[src/rtl/pipeline_hazard_ctrl_pkg.sv]
// ---------------------------------------------------------------------------
// pipeline_hazard_ctrl_pkg
// Shared pipeline constants for the hazard controller: the FSM state
// encoding, the default divide latency and the width of the divide
// stall counter.
// Ports: none (package only).
// ---------------------------------------------------------------------------
package pipeline_hazard_ctrl_pkg;

  // Hazard controller FSM states.
  typedef enum logic {
    RUN      = 1'b0,
    DIV_WAIT = 1'b1
  } hazard_state_e;

  // Default number of cycles a DIV/DIVU/REM/REMU occupies EX.
  localparam int DIV_CYCLES_DEFAULT = 32;

  // Width of the divide stall down-counter (covers DIV_CYCLES up to 63).
  localparam int DIV_CNT_WIDTH = 6;

endpackage

[src/rtl/pipeline_hazard_ctrl_load_use.sv]
// ---------------------------------------------------------------------------
// hazard_load_use_detect
// Purely combinational load-use comparator. Flags when the instruction in
// EX is a load writing a non-zero register that the instruction in ID
// actually reads on either source.
// Ports:
//   ID_RS1_ADDR, ID_RS2_ADDR  in  [4:0] sources of the ID instruction
//   ID_RS1_EN, ID_RS2_EN      in        source is really read
//   EX_REG_WRITE_ADDR         in  [4:0] destination of the EX instruction
//   EX_REG_WRITE_EN           in        EX instruction writes a register
//   EX_DATA_MEM_READ          in        EX instruction is a load
//   LOAD_USE                  out       load-use hazard present
// ---------------------------------------------------------------------------
module hazard_load_use_detect (
  input  logic [4:0] ID_RS1_ADDR,
  input  logic [4:0] ID_RS2_ADDR,
  input  logic       ID_RS1_EN,
  input  logic       ID_RS2_EN,
  input  logic [4:0] EX_REG_WRITE_ADDR,
  input  logic       EX_REG_WRITE_EN,
  input  logic       EX_DATA_MEM_READ,
  output logic       LOAD_USE
);

  logic ex_is_load_to_reg;
  logic rs1_match;
  logic rs2_match;

  // x0 is hardwired to zero, so a load targeting it never creates a hazard.
  assign ex_is_load_to_reg = EX_DATA_MEM_READ && EX_REG_WRITE_EN && (EX_REG_WRITE_ADDR != 5'd0);

  // A source only matters when the ID instruction really reads it.
  assign rs1_match = ID_RS1_EN && (ID_RS1_ADDR == EX_REG_WRITE_ADDR);
  assign rs2_match = ID_RS2_EN && (ID_RS2_ADDR == EX_REG_WRITE_ADDR);

  assign LOAD_USE = ex_is_load_to_reg && (rs1_match || rs2_match);

endmodule

[src/rtl/pipeline_hazard_ctrl.sv]
// ---------------------------------------------------------------------------
// pipeline_hazard_ctrl
// Hazard controller for a five-stage pipeline. Produces per-register hold
// and bubble controls for data-memory stalls, multi-cycle divides, taken
// branches and load-use hazards, in that priority order.
// Ports:
//   CLK, RESET                in        clock, synchronous active-high reset
//   ID_RS1_ADDR/ID_RS2_ADDR   in  [4:0] ID instruction sources
//   ID_RS1_EN/ID_RS2_EN       in        ID instruction reads that source
//   EX_REG_WRITE_ADDR         in  [4:0] EX instruction destination
//   EX_REG_WRITE_EN           in        EX instruction writes a register
//   EX_DATA_MEM_READ          in        EX instruction is a load
//   EX_DIV_OP                 in        EX instruction is a divide/remainder
//   EX_BRANCH_TAKEN           in        taken branch/jump resolved in EX
//   MEM_DMEM_BUSY             in        data memory access not finished
//   PC/IF_ID/ID_EX/EX_MEM_HOLD           out  register keeps its value
//   IF_ID/ID_EX/EX_MEM/MEM_WB_BUBBLE     out  register loads a NOP
//   DIV_START                 out       one-cycle divider start pulse
//   DIV_BUSY                  out       divide stall in progress
// ---------------------------------------------------------------------------
module pipeline_hazard_ctrl
  import pipeline_hazard_ctrl_pkg::*;
#(
  parameter int DIV_CYCLES = DIV_CYCLES_DEFAULT
) (
  input  logic       CLK,
  input  logic       RESET,
  input  logic [4:0] ID_RS1_ADDR,
  input  logic [4:0] ID_RS2_ADDR,
  input  logic       ID_RS1_EN,
  input  logic       ID_RS2_EN,
  input  logic [4:0] EX_REG_WRITE_ADDR,
  input  logic       EX_REG_WRITE_EN,
  input  logic       EX_DATA_MEM_READ,
  input  logic       EX_DIV_OP,
  input  logic       EX_BRANCH_TAKEN,
  input  logic       MEM_DMEM_BUSY,
  output logic       PC_HOLD,
  output logic       IF_ID_HOLD,
  output logic       ID_EX_HOLD,
  output logic       EX_MEM_HOLD,
  output logic       IF_ID_BUBBLE,
  output logic       ID_EX_BUBBLE,
  output logic       EX_MEM_BUBBLE,
  output logic       MEM_WB_BUBBLE,
  output logic       DIV_START,
  output logic       DIV_BUSY
);

  // The start cycle is the first stall cycle and each counter value from
  // DIV_LOAD down to 1 adds one more, giving DIV_CYCLES held cycles before
  // the counter reaches 0 and the result is released.
  localparam logic [DIV_CNT_WIDTH-1:0] DIV_LOAD = DIV_CNT_WIDTH'(DIV_CYCLES - 1);

  hazard_state_e            state;
  logic [DIV_CNT_WIDTH-1:0] div_cnt;
  logic                     load_use;

  hazard_load_use_detect u_load_use (
    .ID_RS1_ADDR       (ID_RS1_ADDR),
    .ID_RS2_ADDR       (ID_RS2_ADDR),
    .ID_RS1_EN         (ID_RS1_EN),
    .ID_RS2_EN         (ID_RS2_EN),
    .EX_REG_WRITE_ADDR (EX_REG_WRITE_ADDR),
    .EX_REG_WRITE_EN   (EX_REG_WRITE_EN),
    .EX_DATA_MEM_READ  (EX_DATA_MEM_READ),
    .LOAD_USE          (load_use)
  );

  // Divide sequencing. A divide in EX while running loads the counter and
  // enters DIV_WAIT; the counter walks down to 0, and the zero cycle
  // returns to RUN without looking at EX_DIV_OP so the same divide cannot
  // restart itself. A busy data memory freezes everything, which stretches
  // the divide stall by exactly the busy cycles.
  always_ff @(posedge CLK) begin
    if (RESET) begin
      state   <= RUN;
      div_cnt <= '0;
    end else if (!MEM_DMEM_BUSY) begin
      case (state)
        RUN: begin
          if (EX_DIV_OP) begin
            state   <= DIV_WAIT;
            div_cnt <= DIV_LOAD;
          end
        end
        DIV_WAIT: begin
          if (div_cnt == '0) begin
            state <= RUN;
          end else begin
            div_cnt <= div_cnt - 1'b1;
          end
        end
        default: begin
          state   <= RUN;
          div_cnt <= '0;
        end
      endcase
    end
  end

  // Priority-encoded hold/bubble generation. Each branch drives a disjoint
  // set of hold and bubble bits per register, so a register is never told
  // to hold and take a NOP at once. Branch and load-use handling only apply
  // while running; inside DIV_WAIT the divide owns the pipeline.
  always_comb begin
    PC_HOLD       = 1'b0;
    IF_ID_HOLD    = 1'b0;
    ID_EX_HOLD    = 1'b0;
    EX_MEM_HOLD   = 1'b0;
    IF_ID_BUBBLE  = 1'b0;
    ID_EX_BUBBLE  = 1'b0;
    EX_MEM_BUBBLE = 1'b0;
    MEM_WB_BUBBLE = 1'b0;
    DIV_START     = 1'b0;
    DIV_BUSY      = 1'b0;
    if (!RESET) begin
      DIV_BUSY = (state == DIV_WAIT);
      if (MEM_DMEM_BUSY) begin
        PC_HOLD       = 1'b1;
        IF_ID_HOLD    = 1'b1;
        ID_EX_HOLD    = 1'b1;
        EX_MEM_HOLD   = 1'b1;
        MEM_WB_BUBBLE = 1'b1;
      end else if (state == DIV_WAIT) begin
        if (div_cnt != '0) begin
          PC_HOLD       = 1'b1;
          IF_ID_HOLD    = 1'b1;
          ID_EX_HOLD    = 1'b1;
          EX_MEM_BUBBLE = 1'b1;
        end
      end else if (EX_DIV_OP) begin
        DIV_START     = 1'b1;
        PC_HOLD       = 1'b1;
        IF_ID_HOLD    = 1'b1;
        ID_EX_HOLD    = 1'b1;
        EX_MEM_BUBBLE = 1'b1;
      end else if (EX_BRANCH_TAKEN) begin
        IF_ID_BUBBLE = 1'b1;
        ID_EX_BUBBLE = 1'b1;
      end else if (load_use) begin
        PC_HOLD      = 1'b1;
        IF_ID_HOLD   = 1'b1;
        ID_EX_BUBBLE = 1'b1;
      end
    end
  end

endmodule

[config.mk]
export PLATFORM = sky130hd
export DESIGN_NAME = pipeline_hazard_ctrl
export DESIGN_NICKNAME = d
export VERILOG_FILES = /design/src/rtl/pipeline_hazard_ctrl_pkg.sv /design/src/rtl/pipeline_hazard_ctrl_load_use.sv /design/src/rtl/pipeline_hazard_ctrl.sv
export SDC_FILE = /design/constraint.sdc
export NUM_CORES = 1
export LEC_CHECK = 0
export CORE_MARGIN = 2
export CORE_UTILIZATION = 40
export CTS_CLUSTER_DIAMETER = 120
export DETAILED_ROUTE_END_ITERATION = 6
export GPL_TIMING_DRIVEN = 1
export HOLD_SLACK_MARGIN = 0.06
export PLACE_DENSITY = 0.83
export SLEW_MARGIN = 25
export SYNTH_ARGS = -nofsm -noshare
export SYNTH_HDL_FRONTEND = slang
export SYNTH_HIERARCHICAL = 1
export SYNTH_SLANG_ARGS = --single-unit
export TNS_END_PERCENT = 5
[constraint.sdc]
create_clock -name CLK -period 4.7 [get_ports CLK]
set_input_delay 0.705 -clock CLK [delete_from_list [all_inputs] [get_ports CLK]]
set_output_delay 0.705 -clock CLK [all_outputs]
set_load 0.01 [all_outputs]
==> summary.md <==
| Metric | Value |
|---|---|
| Post-DP HPWL | `1389 um` |
| Status | `complete, no violations` |
| Hold Path Cell Cnt | `2` |
| Number of global-route vias before repair | `688` |
| IO Port Bufs | `33` |
| Largest family of logic cells by synthesized area | `simple AND/OR/NAND/NOR gates` |
| HP Class | `reg -> reg` |
| Pwr Density | `212.7 nW/um^2` |
| Clock share of power | `0.268` |
| Area Overhead vs Synth | `55.47%` |
| CTS Hold Buffers Added | `0` |
| Critical path cell sequence | `clkdlybuf4s50_1, xor2_1, nor4_1, nand3_1, a21oi_1, inv_1, o21ai_0, a21oi_1, nor2_1, clkdlybuf4s50_1` |
| Post-layout min period | `3718 ps` |
| Largest net degree at the start of global routing | `15` |
| WL per Instance | `13.47 um` |
| Clk_lat worst skew | `250 ps` |
| CP bufs+invs | `3` |
| Data arrival time of the critical path | `3010 ps` |
| Gr ovfl total | `0` |
| WP data required | `3990 ps` |
| Fin Setup TNS | `0 ps` |
| Comb pwr share | `0.383` |
| Net switching power | `64.13 uW` |
| Fmax | `0.2690 GHz` |
| Antenna-violating nets left | `0` |
| Die ar. | `1876 um^2` |
| Final setup violation count | `0` |
| Rel. slew slack | `0.6568` |
| Synthesis-stage register bit count | `7` |
| GPL Wtd Cong | `0.8146` |
| Antenna diode count | `0` |
| Startpoint Class | `input pin` |
| Pins Over Slew Limit | `0` |
| DRT Wirelength | `1738 um` |
| Depth of the CTS H-tree | `1` |
| Sequential power share | `0.349` |
| Sw frac | `0.3137` |
| Drt first pass iters | `4` |
| Total track usage | `0.2086` |
| Actual slew at the worst max-slew pin | `513.1 ps` |
| Synth Area in Compound Gates | `0.2368` |
| DR vias | `704` |
| Vias per cell | `5.457` |
| Unrepaired setup endpoints after global routing | `false` |
| Initial drt markers | `12` |
| Adder-cell share of the synthesized area | `0.04049` |
| Syn_area_per_cell | `7.631 um^2` |
| Total CTS buffers | `3` |
| Multiplexer share of the synthesized area | `0.01822` |
| Path depth of the worst reg2reg path | `6` |
| Total Power | `204.4 uW` |
| Total setup buffers inserted after CTS | `0` |
| Period utilisation layout | `0.7910` |
| Final hold vios | `0` |
| Int Pwr | `140.3 uW` |
| Placeable core area | `1471 um^2` |
| DRC | `0` |
| Yosys warnings | `6` |
| Row cnt | `14` |
| Worst-path fanout max | `3` |
| Quantity of gates resized following cts | `0` |
| P_leak | `0.0003677 uW` |
| Final hold slack | `492.9 ps` |
| Worst path top cell family by delay | `buffers and inverters` |
| TritonCTS clock tree | `yes` |
| Max incr delay on CP | `560 ps` |
| Seq/Total Area, Yosys | `0.2267` |
| Register clock-pin slew on the reported worst setup and hold paths | `50 ps` |
| Maximum vdd drop | `165.0 uV` |
| Critical Path Stages | `10` |
| Max cap viols | `0` |
| Critical path class | `in -> out` |
| CTS Buffer Depth | `2` |
| First-pass GRT wire length | `2925 um` |
| Layout cell share with drive strength beyond 1 | `0.05310` |
| Final #Nets | `140` |
| Fraction of synthesized cell area in xor and xnor cells | `0.1417` |
| Die Y | `43.31 um` |
| Root Driver | `clkbuf_4` |
| Initial Utilization | `0.4201` |
| Syn nets | `107` |
| Mapped Area | `618.1 um^2` |
| Clk_skew | `0.4381 ps` |
| Die extent in x | `43.31 um` |
| Initial antenna violation count | `0` |
| Critical path's slowest cell | `clkdlybuf4s50_1` |
| Post-synth cell types | `29` |
| Clk sinks | `7` |
| Top Ports | `34` |
| Post-Syn Instances | `81` |
| Simple-gate portion of the synthesized area | `0.2449` |
| Crit end category | `output port` |
==> final timing paths <==
check                          start                       to  slack (ps)
min          div_cnt[3]$_SDFFE_PP0P_  div_cnt[3]$_SDFFE_PP0P_         490
max reg2reg  div_cnt[0]$_SDFFE_PP0P_  div_cnt[5]$_SDFFE_PP0P_        2550
max             EX_REG_WRITE_ADDR[2]               IF_ID_HOLD         980
min reg2reg  div_cnt[3]$_SDFFE_PP0P_  div_cnt[3]$_SDFFE_PP0P_         490
==> flip-flops by register name (all words and copies together) (netlist names) <==
signal   count
state        1
div_cnt      6
==> power by group through the flow <==
stage / sequential (uW) / clock (uW) / combinational [uW]
final: 71.3 / 54.9 / 78.3
after global routing: 72.1 / 60.7 / 85.1
after global placement: 71.9 / 0 / 75.4
after floorplan: 69.6 / 0 / 43.1
after CTS: 71.0 / 56.1 / 78.0
after detailed placement: 72.1 / 0 / 77.5
==> cell type report <==
type	instances	area, um^2
clock buffer	4	26.28
fill	129	510.5
multi-input combinational	63	421.7
timing repair buffer	33	330.3
tap	16	20.02
sequential	7	140.1
inverter	6	22.52
==> cells in the final DEF (no fill, tap or decap) <==
master           netlist  routed
o211a_1                1       1
o211ai_2               1       1
and2_4                 1       1
o31ai_1                1       1
nor3_1                 2       2
a41oi_1                1       1
nand2_1                2       2
o21a_1                 1       1
dfxtp_1                7       7
a311oi_1               3       3
clkbuf_4               0       3
nor4_1                 3       3
clkbuf_1               2       1
inv_1                  6       6
a211oi_1               2       2
o21ai_0                3       3
o32ai_1                1       1
xnor2_1                2       2
ha_1                   2       2
and3_1                 1       1
nor2b_1                3       3
clkdlybuf4s50_1        0      33
mux2_2                 1       1
a21oi_1                5       5
nand3_1                5       5
or4_1                  2       2
xor2_1                 8       8
nor2_1                11      11
a311o_1                1       1
==> tightest hold or removal path, stage by stage (launching register included) <==
cell and delay, ps:
dfxtp_1 310, inv_1 50, o32ai_1 80
==> per-stage QoR <==
step                cell area, um^2  std cells    util  setup slack [ps]
finish                        960.9        129  0.6531             982.3
global route                  960.9        129  0.6531             806.1
CTS                           960.9        129  0.6531             988.3
detailed placement            934.6        125  0.6352             994.4
global placement              934.6        125  0.6352              1050
floorplan                     618.1         81       -              2011
==> synthesized netlist by cell type <==
cell type  instances  share of area
and2_4             1          0.014
and3_1             1          0.010
nor2b_1            3          0.030
buf_6              1          0.018
a311o_1            1          0.016
xor2_1             8           0.11
a311oi_1           3          0.043
o31ai_1            1          0.012
buf_4              2          0.024
or4_1              2          0.024
o21ai_0            3          0.024
dfxtp_1            7           0.23
o32ai_1            1          0.014
a211oi_1           2          0.024
nor2_1            11          0.067
nor4_1             3          0.030
xnor2_1            2          0.028
ha_1               2          0.040
nand3_1            5          0.040
clkbuf_1           2          0.012
o21a_1             1          0.012
o211a_1            1          0.016
mux2_2             1          0.018
o211ai_2           1          0.020
inv_1              6          0.036
a21oi_1            5          0.040
nand2_1            2          0.012
a41oi_1            1          0.014
nor3_1             2          0.016
==> per-layer routing <==
| layer | GRT usage | vias to the layer above | part of all wire |
|---|---|---|---|
| met3 | 0.06809 | 3 | 0.041 |
| met4 | 0.07273 | 0 | 0.0069 |
| li1 | - | 357 | - |
| met1 | 0.2436 | 325 | 0.46 |
| met5 | 0 | - | 0 |
| met2 | 0.3552 | 19 | 0.49 |
==> cell families after synthesis <==
family | after synthesis
adders and majority gates | 2
AOI/OAI and AO/OA | 20
and+or+nand+nor | 30
buffers and inverters | 11
DFF | 7
muxes | 1
xor gates and xnor gates | 10
No activity file was read; power rests on OpenSTA's default activity.
